`config.mk`:
```
export PLATFORM = sky130hd
export DESIGN_NAME = rr_decode_arbiter
export DESIGN_NICKNAME = d
export VERILOG_FILES = /design/src/rtl/rr_decode_arbiter.sv
export SDC_FILE = /design/constraint.sdc
export NUM_CORES = 1
export LEC_CHECK = 0
export ABC_CLOCK_PERIOD_IN_PS = 6400
export CORE_MARGIN = 2
export CORE_UTILIZATION = 50
export CTS_CLUSTER_SIZE = 10
export DETAILED_ROUTE_END_ITERATION = 10
export GPL_TIMING_DRIVEN = 0
export MAX_ROUTING_LAYER = met4
export PLACE_DENSITY = 0.8
export SYNTH_ARGS = -nofsm -noshare
export SYNTH_HDL_FRONTEND = slang
export SYNTH_SLANG_ARGS = --single-unit
```
`constraint.sdc`:
```
create_clock -name clk -period 6.4 [get_ports clk]
set_input_delay 0.96 -clock clk [delete_from_list [all_inputs] [get_ports clk]]
set_output_delay 0.96 -clock clk [all_outputs]
set_load 0.01 [all_outputs]
```
`src/rtl/rr_decode_arbiter.sv`:
```
// Round-robin owner sequencer for a shared 3-to-8 decoder with bounded grant tenure.
// Optional macro ARB_LOCK_EN adds a lock input that suppresses tenure expiry.
module rr_decode_arbiter #(
   parameter int MAX_HOLD = 4,
   parameter int CNT_W    = 4
) (
   input  logic             clk,
   input  logic             rst,
   input  logic [7:0]       req,
   input  logic             done,
`ifdef ARB_LOCK_EN
   input  logic             lock,
`endif
   output logic [7:0]       gnt,
   output logic [2:0]       gnt_idx,
   output logic             gnt_valid,
   output logic             timeout
);

   localparam logic [1:0] S_IDLE  = 2'd0;
   localparam logic [1:0] S_GRANT = 2'd1;
   localparam logic [1:0] S_GAP   = 2'd2;

   localparam logic [CNT_W-1:0] LAST = CNT_W'(MAX_HOLD - 1);

   logic [1:0]       state;
   logic [2:0]       ptr;
   logic [CNT_W-1:0] cnt;

   logic [3:0]       arb;
   logic             lock_on;
   logic             at_last;
   logic             owner_req;
   logic             expire;
   logic             release_now;

   // {found, index} of the first set request after p, wrapping modulo 8;
   // scanning from the far end lets the nearest hit overwrite the rest.
   function automatic logic [3:0] pick(input logic [7:0] r, input logic [2:0] p);
      logic [3:0] res;
      logic [2:0] idx;
      res = 4'd0;
      for (int i = 8; i >= 1; i--) begin
         idx = p + 3'(i);
         if (r[idx]) res = {1'b1, idx};
      end
      return res;
   endfunction

`ifdef ARB_LOCK_EN
   assign lock_on = lock;
`else
   assign lock_on = 1'b0;
`endif

   always_comb begin
      arb         = pick(req, ptr);
      at_last     = (cnt == LAST);
      owner_req   = req[gnt_idx];
      expire      = at_last & ~lock_on;
      release_now = done | ~owner_req | expire;
   end

   always_ff @(posedge clk or posedge rst) begin
      if (rst) begin
         state     <= S_IDLE;
         ptr       <= 3'd7;
         cnt       <= '0;
         gnt       <= 8'd0;
         gnt_idx   <= 3'd0;
         gnt_valid <= 1'b0;
         timeout   <= 1'b0;
      end else begin
         timeout <= 1'b0;
         case (state)
            // GAP arbitrates too, so consecutive owners see exactly one idle cycle
            S_IDLE, S_GAP: begin
               if (arb[3]) begin
                  gnt_idx   <= arb[2:0];
                  gnt       <= 8'd1 << arb[2:0];
                  gnt_valid <= 1'b1;
                  cnt       <= '0;
                  state     <= S_GRANT;
               end else begin
                  state <= S_IDLE;
               end
            end
            S_GRANT: begin
               if (release_now) begin
                  gnt_valid <= 1'b0;
                  gnt       <= 8'd0;
                  ptr       <= gnt_idx;
                  timeout   <= expire & ~done & owner_req;
                  state     <= S_GAP;
               end else if (!at_last) begin
                  cnt <= cnt + 1'b1;
               end
            end
            default: state <= S_IDLE;
         endcase
      end
   end

endmodule

```
==> flow_metrics.py, run 1 <==
metrics = {
    "cts": {
        "htreeDepth": 1,
        "holdBufCountCts": 0,
        "cts-resized-gates": 0,
        "post-cts-setup-buffers": 0,
        "clock_path_buffers": 2,
        "clk_pin_slew_worst_paths_ns": 0.08,
        "tritoncts.num_buffers": 3,
        "tritoncts": "built",
        "ctsRootBufferMaster": "sky130_fd_sc_hd__clkbuf_8",
        "clkLatencyLatePin_ns": 0.26,
        "tritoncts_num_sinks": 22,
    },
    "logic_synthesis": {
        "synthFlopType": "sky130_fd_sc_hd__dfrtp_1",
        "number_of_enable_type_register_cells_in_the_synthesized_netlist": 0,
        "syn_area_um2": 1900,
        "synth_nets": 189,
        "syn_avg_cell_area_um2": 10.8,
        "synthDominantCellAreaShare": 0.250,
        "ys.warnings.count": 0,
        "postSynthRegisterBits": 22,
        "post_synth_inst_count": 175,
        "synthArstFlopShare": 1.00,
        "netlist-cell-type-count": 53,
        "sequential_element_share_of_the_synthesized_area": 0.292,
        "synth_top_cell_by_area": "sky130_fd_sc_hd__dfrtp_1",
        "synth.area.top_cells": "sky130_fd_sc_hd__dfrtp_1 25%, sky130_fd_sc_hd__mux4_2 15%, sky130_fd_sc_hd__mux2_2 5.9%",
    },
    "setup_path": {
        "crit_path_end_kind": "register",
        "slowest_delay_ns": 0.60,
        "regToRegStartpoint": "ptr[1]",
        "timing.critical_path.fanout_max": 10,
        "timing.critical_path.buf_inv": 3,
        "cp_data_arrival_time_ns": 3.67,
        "crit_type": "register to register",
        "crit_family": "compound AO/OA/AOI/OAI gates",
        "regToRegSetupSlack_ns": 2.88,
        "critical_path.cell_chain": "buf_2, inv_1, ha_1, buf_4, mux4_2, mux2i_1, o2bb2ai_2, o31ai_1, a21oi_1, nor2b_4, a32o_1",
        "reg2regPathDepth": 11,
        "data_required_time_at_the_worst_endpoint_ns": 6.55,
        "critical_register_to_register_path_endpoint": "gnt[7]",
        "crit_path_top_delay_cell": "sky130_fd_sc_hd__dfstp_2",
        "worstSetupStartpointType": "register",
    },
    "global_routing": {
        "grt_util_all_layers": 0.237,
        "grt_pass1_wl_um": 7650,
        "globalRouteOverflowTotal": 0,
        "pin_count_of_the_biggest_net_entering_global_routing": 23,
        "first_global_vias": 1583,
        "grt_antenna_before_repair": 0,
    },
    "place": {
        "globalplace.congestion": 0.917,
        "place.detailed.hpwl_um": 3590,
        "placement.cell_area_um2": 2190,
        "i_o_buffers": 23,
    },
    "layout": {
        "drive_gt1_frac": 0.257,
        "fill_cells": 297,
        "finalInstanceArea_um2": 2260,
        "layout.cells.most_common": "sky130_fd_sc_hd__clkdlybuf4s50_1",
        "layout-area-overhead-vs-synth_pct": 19.1,
        "top_library_cells_by_usage_in_the_layout_fill_and_taps_aside": "23 x sky130_fd_sc_hd__clkdlybuf4s50_1, 19 x sky130_fd_sc_hd__dfrtp_1, 14 x sky130_fd_sc_hd__nand2_1, 13 x sky130_fd_sc_hd__mux4_2, 11 x sky130_fd_sc_hd__nor2_1",
        "design.final.nets": 217,
        "number_of_diodes": 0,
    },
    "floorplan": {
        "design.portCount": 24,
        "die_x_um": 65.6,
        "floorplan.die.height_um": 65.6,
        "design.die.area_um2": 4300,
        "core-area_um2": 3660,
        "start_util": 0.518,
        "core.rowCount": 22,
    },
    "route": {
        "via_per_inst": 6.30,
        "drc_errors": 0,
        "route.antenna.remaining_nets": 0,
        "detailroute.via_count": 1576,
        "finalWirelength_um": 4620,
        "detailedRoute.firstPassIterationCount": 5,
        "first_iter_violations": 137,
        "routed_wire_length_per_instance_um": 18.5,
    },
    "outcome": {
        "status": "finished, final reports clean",
    },
    "timing": {
        "finalHoldViolations": 0,
        "relative_slew_slack": 0.466,
        "final.period_utilization": 0.550,
        "max_freq_ghz": 0.284,
        "clock_skew_ns": 0.00200,
        "timing_worst_slew_pin_value_ns": 0.800,
        "post-route-min-period_ns": 3.52,
        "rsz0062_at_grt": "no",
        "timing.final.max_slew_violations": 0,
        "final.setup.tns_ns": 0,
        "setup_viol": 0,
    },
    "hold_path": {
        "end_of_the_worst_hold_path": "gnt_valid",
        "min_delay_path_depth": 1,
        "startpoint_of_the_tightest_hold_check_path": "gnt_valid",
        "timing.hold.worst.class": "register to register",
    },
    "run": {
        "cap_viol_max_count": 0,
    },
}
## per-stage QoR
stage	setup slack, ns	hold slack (ns)	util	std cells
after floorplan	3.37	0.500	-	175
after global placement	2.85	0.465	0.598	246
after detailed placement	2.84	0.474	0.598	246
after CTS	2.90	0.499	0.617	250
after global routing	2.75	0.522	0.617	250
final	2.88	0.494	0.617	250
## worst max-delay path by stage
stage / start / end / slack (ns) / cells past startpoint
global placement: req[0] / gnt[7] / 2.85 / 8
CTS: ptr[1] / gnt[7] / 2.90 / 11
detailed placement: req[0] / gnt[5] / 2.84 / 8
finish: ptr[1] / gnt[7] / 2.88 / 11
floorplan: ptr[0] / gnt_idx[1] / 3.37 / 12
global route: ptr[1] / gnt[1] / 2.75 / 11
## sequential cells by signal, summed over array words and instances (netlist names)
signal,count
cnt,4
gnt,8
gnt_idx,3
gnt_valid,1
ptr,3
state,2
timeout,1
## layer usage
metal / track usage / share of wire / wire (µm)
met2: 0.425 / 0.53 / 2450
met1: 0.291 / 0.42 / 1930
met5: - / 0 / 0
met3: 0.0120 / 0.024 / 110
met4: 0.0729 / 0.026 / 121
## cells in the mapped netlist (2+ instances only)
master and count:
sky130_fd_sc_hd__a32o_1 8, sky130_fd_sc_hd__nor2_1 11, sky130_fd_sc_hd__inv_1 9, sky130_fd_sc_hd__o21ai_1 2, sky130_fd_sc_hd__xnor2_1 3, sky130_fd_sc_hd__dfstp_2 3, sky130_fd_sc_hd__dfrtp_1 19, sky130_fd_sc_hd__mux2i_1 9
sky130_fd_sc_hd__a21oi_1 10, sky130_fd_sc_hd__nand2b_1 3, sky130_fd_sc_hd__buf_6 2, sky130_fd_sc_hd__nor2b_1 2, sky130_fd_sc_hd__nand2_1 14, sky130_fd_sc_hd__mux2_2 10, sky130_fd_sc_hd__a22oi_1 4, sky130_fd_sc_hd__nand3_1 6
sky130_fd_sc_hd__ha_1 3, sky130_fd_sc_hd__nor3_1 2, sky130_fd_sc_hd__nand2_2 2, sky130_fd_sc_hd__mux4_2 13, sky130_fd_sc_hd__o2bb2ai_1 2, sky130_fd_sc_hd__a21o_1 4, sky130_fd_sc_hd__o21ai_0 3, sky130_fd_sc_hd__nor2_2 2
## layout make-up
cell class	instances	area [µm²]	area share
multi-input cells	136	1220	0.541
flip-flops and latches	22	554	0.245
repair buffers	23	230	0.102
plain buffers	7	83.8	0.0371
well taps	48	60.1	0.0266
clock buffers	3	41.3	0.0183
inverters	10	37.5	0.0166
clock inverters	1	30.0	0.0133
## cell families (layout without fill, tap and decap cells)
| family | count (synthesis) | in the layout | synth area share |
|---|---|---|---|
| XOR/XNOR | 4 | 4 | 0.0185 |
| AND/OR/NAND/NOR | 51 | 51 | 0.140 |
| adder cells (fa/ha/maj) | 3 | 3 | 0.0198 |
| flip-flops | 22 | 22 | 0.292 |
| AO/OA/AOI/OAI | 45 | 45 | 0.197 |
| multiplexers | 33 | 33 | 0.269 |
| buffers and inverters | 17 | 44 | 0.0639 |
## worst register-to-register path, delay by kind of cell (launching register included)
kind,cells,cell delay [ns]
AO/OA/AOI/OAI,4,0.96
multiplexers,2,0.91
flip-flops,1,0.60
buffers and inverters,3,0.53
adder cells (fa/ha/maj),1,0.29
AND/OR/NAND/NOR,1,0.11
Power of run 1 is not shown: default switching activity piles up to over one toggle a cycle in this logic, so the estimate is an artifact.
==> run 2, diff against run 1 <==
--- a/config.mk
+++ b/config.mk
@@ -5,14 +5,14 @@
 export SDC_FILE = /design/constraint.sdc
 export NUM_CORES = 1
 export LEC_CHECK = 0
-export ABC_CLOCK_PERIOD_IN_PS = 6400
+export ABC_CLOCK_PERIOD_IN_PS = 3000
 export CORE_MARGIN = 2
 export CORE_UTILIZATION = 50
 export CTS_CLUSTER_SIZE = 10
 export DETAILED_ROUTE_END_ITERATION = 10
 export GPL_TIMING_DRIVEN = 0
 export MAX_ROUTING_LAYER = met4
-export PLACE_DENSITY = 0.8
+export PLACE_DENSITY = 0.83
 export SYNTH_ARGS = -nofsm -noshare
 export SYNTH_HDL_FRONTEND = slang
 export SYNTH_SLANG_ARGS = --single-unit
==> constraint.sdc (replaced) <==
create_clock -name clk -period 3 [get_ports clk]
set_input_delay 0.45 -clock clk [delete_from_list [all_inputs] [get_ports clk]]
set_output_delay 0.45 -clock clk [all_outputs]
set_load 0.01 [all_outputs]
==> run 2 against run 1 <==
- the run now ends with negative setup slack left
- worst hold slack worse by 0.012 ns
- flip-flop and latch count stayed put
- first-iteration DRC count is 20% lower
- sequential share of layout area is 2.3 points lower
- via count is 7.9% higher
- clock skew is 0.0025 ns higher
- cell count is 7.2% higher
- worst setup slack worse by 2.9 ns
- non-clock buffer count is 18 higher
- count of clock-buffer cells in the layout is 1 higher
- final area is 10% higher
- critical endpoint is now gnt[2]
==> flow_metrics.py, run 2 (synthesis results as in run 1) <==
metrics = {
    "hold_path": {
        "timing.hold.worst.class": "register to register",
    },
    "setup_path": {
        "regToRegSetupSlack_ns": -0.06,
        "cp_data_arrival_time_ns": 3.21,
        "crit_family": "multiplexers",
        "cp_num_cells": 10,
        "crit_path_end_kind": "register",
        "setup.worst_path.start": "ptr[1]",
        "worstSetupStartpointType": "register",
        "regToRegStartpoint": "ptr[1]",
        "timing.critical_path.fanout_max": 6,
        "data_required_time_at_the_worst_endpoint_ns": 3.14,
        "crit_type": "register to register",
        "crit_path_top_delay_cell": "sky130_fd_sc_hd__mux4_2",
        "critical_path.endpoint": "gnt[2]",
        "timing.critical_path.buf_inv": 2,
        "slowest_delay_ns": 0.62,
        "critical_path.cell_chain": "buf_8, inv_6, ha_4, mux4_2, mux2_4, o2bb2ai_2, o21ai_1, o2111ai_2, and3_4, a32o_1",
        "critical_register_to_register_path_endpoint": "gnt[2]",
        "reg2regPathDepth": 10,
    },
    "route": {
        "finalWirelength_um": 5010,
        "detailroute.via_count": 1701,
        "first_iter_violations": 110,
        "route.antenna.remaining_nets": 0,
        "drc_errors": 0,
        "detailedRoute.firstPassIterationCount": 4,
        "via_per_inst": 6.35,
        "routed_wire_length_per_instance_um": 18.7,
    },
    "layout": {
        "final_core_util": 0.682,
        "number_of_diodes": 0,
        "register_area_um2": 554,
        "layout.cells.most_common": "sky130_fd_sc_hd__clkdlybuf4s50_1",
        "drive_gt1_frac": 0.386,
        "largest_reg_flops": 8,
        "reg.largest.list": "gnt x8, cnt x4",
        "layout-area-overhead-vs-synth_pct": 31.5,
        "combined_area_of_the_multi_input_logic_cells_um2": 1320,
        "regMostFlops": "gnt",
        "fill_cells": 241,
        "design.final.nets": 235,
        "top_library_cells_by_usage_in_the_layout_fill_and_taps_aside": "23 x sky130_fd_sc_hd__clkdlybuf4s50_1, 19 x sky130_fd_sc_hd__dfrtp_1, 18 x sky130_fd_sc_hd__buf_4, 13 x sky130_fd_sc_hd__mux4_2, 13 x sky130_fd_sc_hd__nand2_1",
    },
    "floorplan": {
        "core.rowCount": 22,
        "design.portCount": 24,
        "start_util": 0.518,
        "floorplan.die.height_um": 65.6,
        "die_x_um": 65.6,
        "core-area_um2": 3660,
        "design.die.area_um2": 4300,
    },
    "global_routing": {
        "grt_antenna_before_repair": 0,
        "first_global_vias": 1549,
        "pin_count_of_the_biggest_net_entering_global_routing": 23,
        "grt_util_all_layers": 0.233,
        "globalRouteOverflowTotal": 0,
        "grt_pass1_wl_um": 7560,
    },
    "cts": {
        "ctsRootBufferMaster": "sky130_fd_sc_hd__clkbuf_8",
        "clk_pin_slew_worst_paths_ns": 0.08,
        "htreeDepth": 1,
        "clkLatencyLatePin_ns": 0.26,
        "clock_path_buffers": 2,
        "holdBufCountCts": 0,
        "tritoncts": "built",
        "tritoncts.num_buffers": 3,
        "tritoncts_num_sinks": 22,
    },
    "outcome": {
        "status": "finished, violations left",
        "failed_checks": "negative setup slack",
    },
    "place": {
        "place.detailed.hpwl_um": 3280,
        "detailedPlace.worstSlack_ns": -0.403,
        "globalplace.congestion": 0.946,
        "i_o_buffers": 23,
    },
    "timing": {
        "timing.final.max_slew_violations": 0,
        "finalHoldViolations": 0,
        "clock_skew_ns": 0.00446,
        "max_freq_ghz": 0.326,
        "rsz0062_at_grt": "yes",
        "setup_viol": 6,
        "timing_worst_slew_pin_value_ns": 0.806,
        "relative_slew_slack": 0.462,
        "setup_ws_ns": -0.0629,
        "final.period_utilization": 1.02,
        "post-route-min-period_ns": 3.06,
    },
    "run": {
        "cap_viol_max_count": 0,
    },
}
[run 2: cell types whose count changed in the layout (fill, tap and decap cells not counted), sizes merged]
cell and delta:
buf +18, bufinv -1, clkbuf +1
[run 2: per-stage QoR]
stage | hold WS [ns] | area [µm²] | cells | setup TNS, ns
after floorplan | 0.437 | 1920 | 175 | 0
after global placement | 0.464 | 2210 | 246 | -3.83
after detailed placement | 0.470 | 2210 | 246 | -4.35
after CTS | 0.487 | 2360 | 258 | 0
after global routing | 0.518 | 2500 | 268 | -1.04
final | 0.483 | 2500 | 268 | -0.206
[run 2: routing by layer]
layer | global-route usage | routed length, µm | vias to the layer above
met2 | 0.356 | 2390 | 87
met3 | 0.0531 | 459 | 6
li1 | - | - | 765
met1 | 0.328 | 2110 | 843
met5 | - | 0 | -
met4 | 0.0339 | 47 | 0
[run 2: layout make-up]
type                       instances  share of cell area
multi-input combinational        136               0.528
sequential                        22               0.222
timing repair buffer              43               0.155
buffer                             5              0.0281
tap                               48              0.0241
clock buffer                       4              0.0221
inverter                          10              0.0201
[run 2: how the worst min path moves through the flow]
| stage | endpoint | depth (start not counted) | slack [ns] | startpoint |
|---|---|---|---|---|
| 2_1_floorplan | cnt[0] | 1 | 0.44 | rst |
| 4_1_cts | gnt_valid | 1 | 0.49 | gnt_valid |
| 3_5_place_dp | gnt_valid | 1 | 0.47 | gnt_valid |
| 6_report | gnt_valid | 1 | 0.48 | gnt_valid |
| 5_1_grt | gnt_valid | 1 | 0.52 | gnt_valid |
| 3_3_place_gp | gnt_valid | 1 | 0.46 | gnt_valid |
[run 2: what timing repair did]
item / 4_1_cts / 5_1_grt
buffers inserted: 10 / 10
setup endpoints to repair: 15 / 11
gates resized for setup: 13 / 15
pin swaps: 8 / 9
[run 2: worst register-to-register path, stage by stage (launching register included)]
cell and delay, ns:
sky130_fd_sc_hd__dfstp_2 0.57, sky130_fd_sc_hd__buf_8 0.13, sky130_fd_sc_hd__inv_6 0.04, sky130_fd_sc_hd__ha_4 0.31, sky130_fd_sc_hd__mux4_2 0.62, sky130_fd_sc_hd__mux2_4 0.33
sky130_fd_sc_hd__o2bb2ai_2 0.12, sky130_fd_sc_hd__o21ai_1 0.16, sky130_fd_sc_hd__o2111ai_2 0.17, sky130_fd_sc_hd__and3_4 0.25, sky130_fd_sc_hd__a32o_1 0.27
Power of run 2 is left out for the same reason.
==> run 3, diff against run 2 <==
--- a/config.mk
+++ b/config.mk
@@ -13,6 +13,7 @@
 export GPL_TIMING_DRIVEN = 0
 export MAX_ROUTING_LAYER = met4
 export PLACE_DENSITY = 0.83
+export REMOVE_ABC_BUFFERS = 1
 export SYNTH_ARGS = -nofsm -noshare
 export SYNTH_HDL_FRONTEND = slang
 export SYNTH_SLANG_ARGS = --single-unit
==> run 3 against run 2 <==
- the run still ends with negative setup slack left
- die area unchanged
- via count decreased by 3.1%
- maximum frequency decreased by 0.56%
- critical endpoint is now gnt_idx[1]
==> flow_metrics.py, run 3 (synthesis results as in run 1) <==
metrics = {
    "setup_path": {
        "timing.critical_path.buf_inv": 2,
        "regToRegStartpoint": "ptr[0]",
        "crit_family": "multiplexers",
        "timing.critical_path.fanout_max": 8,
        "crit_type": "register to register",
        "crit_path_top_delay_cell": "sky130_fd_sc_hd__dfstp_4",
        "critical_path.cell_chain": "clkinvlp_4, ha_4, mux4_2, buf_4, mux2_2, o21ai_1, nand3_1, and3_4, mux2_4",
        "cp_data_arrival_time_ns": 3.23,
        "data_required_time_at_the_worst_endpoint_ns": 3.15,
        "slowest_delay_ns": 0.65,
        "worstSetupStartpointType": "register",
        "crit_path_end_kind": "register",
        "setup.worst_path.start": "ptr[0]",
    },
    "layout": {
        "regMostFlops": "gnt",
        "layout.cells.most_common": "sky130_fd_sc_hd__clkdlybuf4s50_1",
        "combined_area_of_the_multi_input_logic_cells_um2": 1300,
        "register_area_um2": 558,
        "design.final.nets": 226,
        "reg.largest.list": "gnt x8, cnt x4",
        "drive_gt1_frac": 0.346,
        "fill_cells": 253,
        "final_core_util": 0.647,
        "number_of_diodes": 0,
        "layout-area-overhead-vs-synth_pct": 24.9,
        "top_library_cells_by_usage_in_the_layout_fill_and_taps_aside": "23 x sky130_fd_sc_hd__clkdlybuf4s50_1, 19 x sky130_fd_sc_hd__dfrtp_1, 14 x sky130_fd_sc_hd__nand2_1, 14 x sky130_fd_sc_hd__buf_4, 13 x sky130_fd_sc_hd__mux4_2",
        "largest_reg_flops": 8,
    },
    "route": {
        "via_per_inst": 6.36,
        "detailroute.via_count": 1648,
        "routed_wire_length_per_instance_um": 18.7,
        "route.antenna.remaining_nets": 0,
        "drc_errors": 0,
        "detailedRoute.firstPassIterationCount": 4,
        "finalWirelength_um": 4830,
        "first_iter_violations": 90,
    },
    "place": {
        "i_o_buffers": 23,
        "detailedPlace.worstSlack_ns": -0.768,
        "place.detailed.hpwl_um": 3040,
        "globalplace.congestion": 0.879,
    },
    "cts": {
        "htreeDepth": 1,
        "ctsRootBufferMaster": "sky130_fd_sc_hd__clkbuf_8",
        "clkLatencyLatePin_ns": 0.26,
        "clock_path_buffers": 2,
        "tritoncts.num_buffers": 3,
        "clk_pin_slew_worst_paths_ns": 0.08,
        "tritoncts": "built",
        "tritoncts_num_sinks": 22,
    },
    "timing": {
        "post-route-min-period_ns": 3.08,
        "rsz0062_at_grt": "yes",
        "setup_viol": 11,
        "hold_slack_final_ns": 0.499,
        "clock_skew_ns": 0.00334,
        "final.setup.tns_ns": -0.584,
        "timing.final.max_slew_violations": 0,
        "timing_worst_slew_pin_value_ns": 0.833,
        "finalHoldViolations": 0,
        "final.period_utilization": 1.03,
        "max_freq_ghz": 0.325,
        "relative_slew_slack": 0.444,
        "setup_ws_ns": -0.0801,
    },
    "floorplan": {
        "core-area_um2": 3660,
        "start_util": 0.518,
        "design.die.area_um2": 4300,
        "die_x_um": 65.6,
        "core.rowCount": 22,
        "floorplan.die.height_um": 65.6,
        "design.portCount": 24,
    },
    "run": {
        "cap_viol_max_count": 0,
    },
    "global_routing": {
        "grt_util_all_layers": 0.221,
        "grt_antenna_before_repair": 0,
        "grt_pass1_wl_um": 7210,
        "pin_count_of_the_biggest_net_entering_global_routing": 23,
        "first_global_vias": 1475,
        "globalRouteOverflowTotal": 0,
    },
    "outcome": {
        "status": "finished, violations left",
        "failed_checks": "negative setup slack",
    },
    "hold_path": {
        "timing.hold.worst.class": "register to register",
        "startpoint_of_the_tightest_hold_check_path": "gnt[0]",
    },
}
[run 3: area by class of cell]
type	instances	share of cell area
flip-flops and latches	22	0.235
multi-input cells	136	0.548
inverters	10	0.0174
clock buffers	4	0.0232
repair buffers	39	0.151
well taps	48	0.0253
[run 3: final timing paths]
path	endpoint	slack, ns	depth (start not counted)
setup / recovery	gnt_idx[1]	-0.08	9
hold / removal	gnt[0]	0.50	1
setup reg to reg	gnt_idx[1]	-0.08	9
hold reg to reg	gnt[0]	0.50	1
max in group asynchronous	gnt_idx[1]	1.84	2
min in group asynchronous	cnt[1]	0.65	2
[run 3: metrics by stage]
stage,instance area (µm²),std cells
CTS,2240,250
global placement,2100,239
floorplan,1810,168
finish,2370,259
global route,2370,259
detailed placement,2100,239
[run 3: repair_timing]
item / 4_1_cts / 5_1_grt
buffers inserted: 7 / 9
hold buffers: 0 / 0
pin swaps: 2 / 6
resized for setup: 6 / 14
setup endpoints to repair: 17 / 13
[run 3: routing by layer]
layer | up-vias | GRT usage | routed length [µm]
met3 | 13 | 0.0497 | 286
met1 | 822 | 0.300 | 2020
li1 | 751 | - | -
met2 | 62 | 0.338 | 2420
met5 | - | - | 0
met4 | 0 | 0.0547 | 99
Power of run 3 is left out for the same reason.
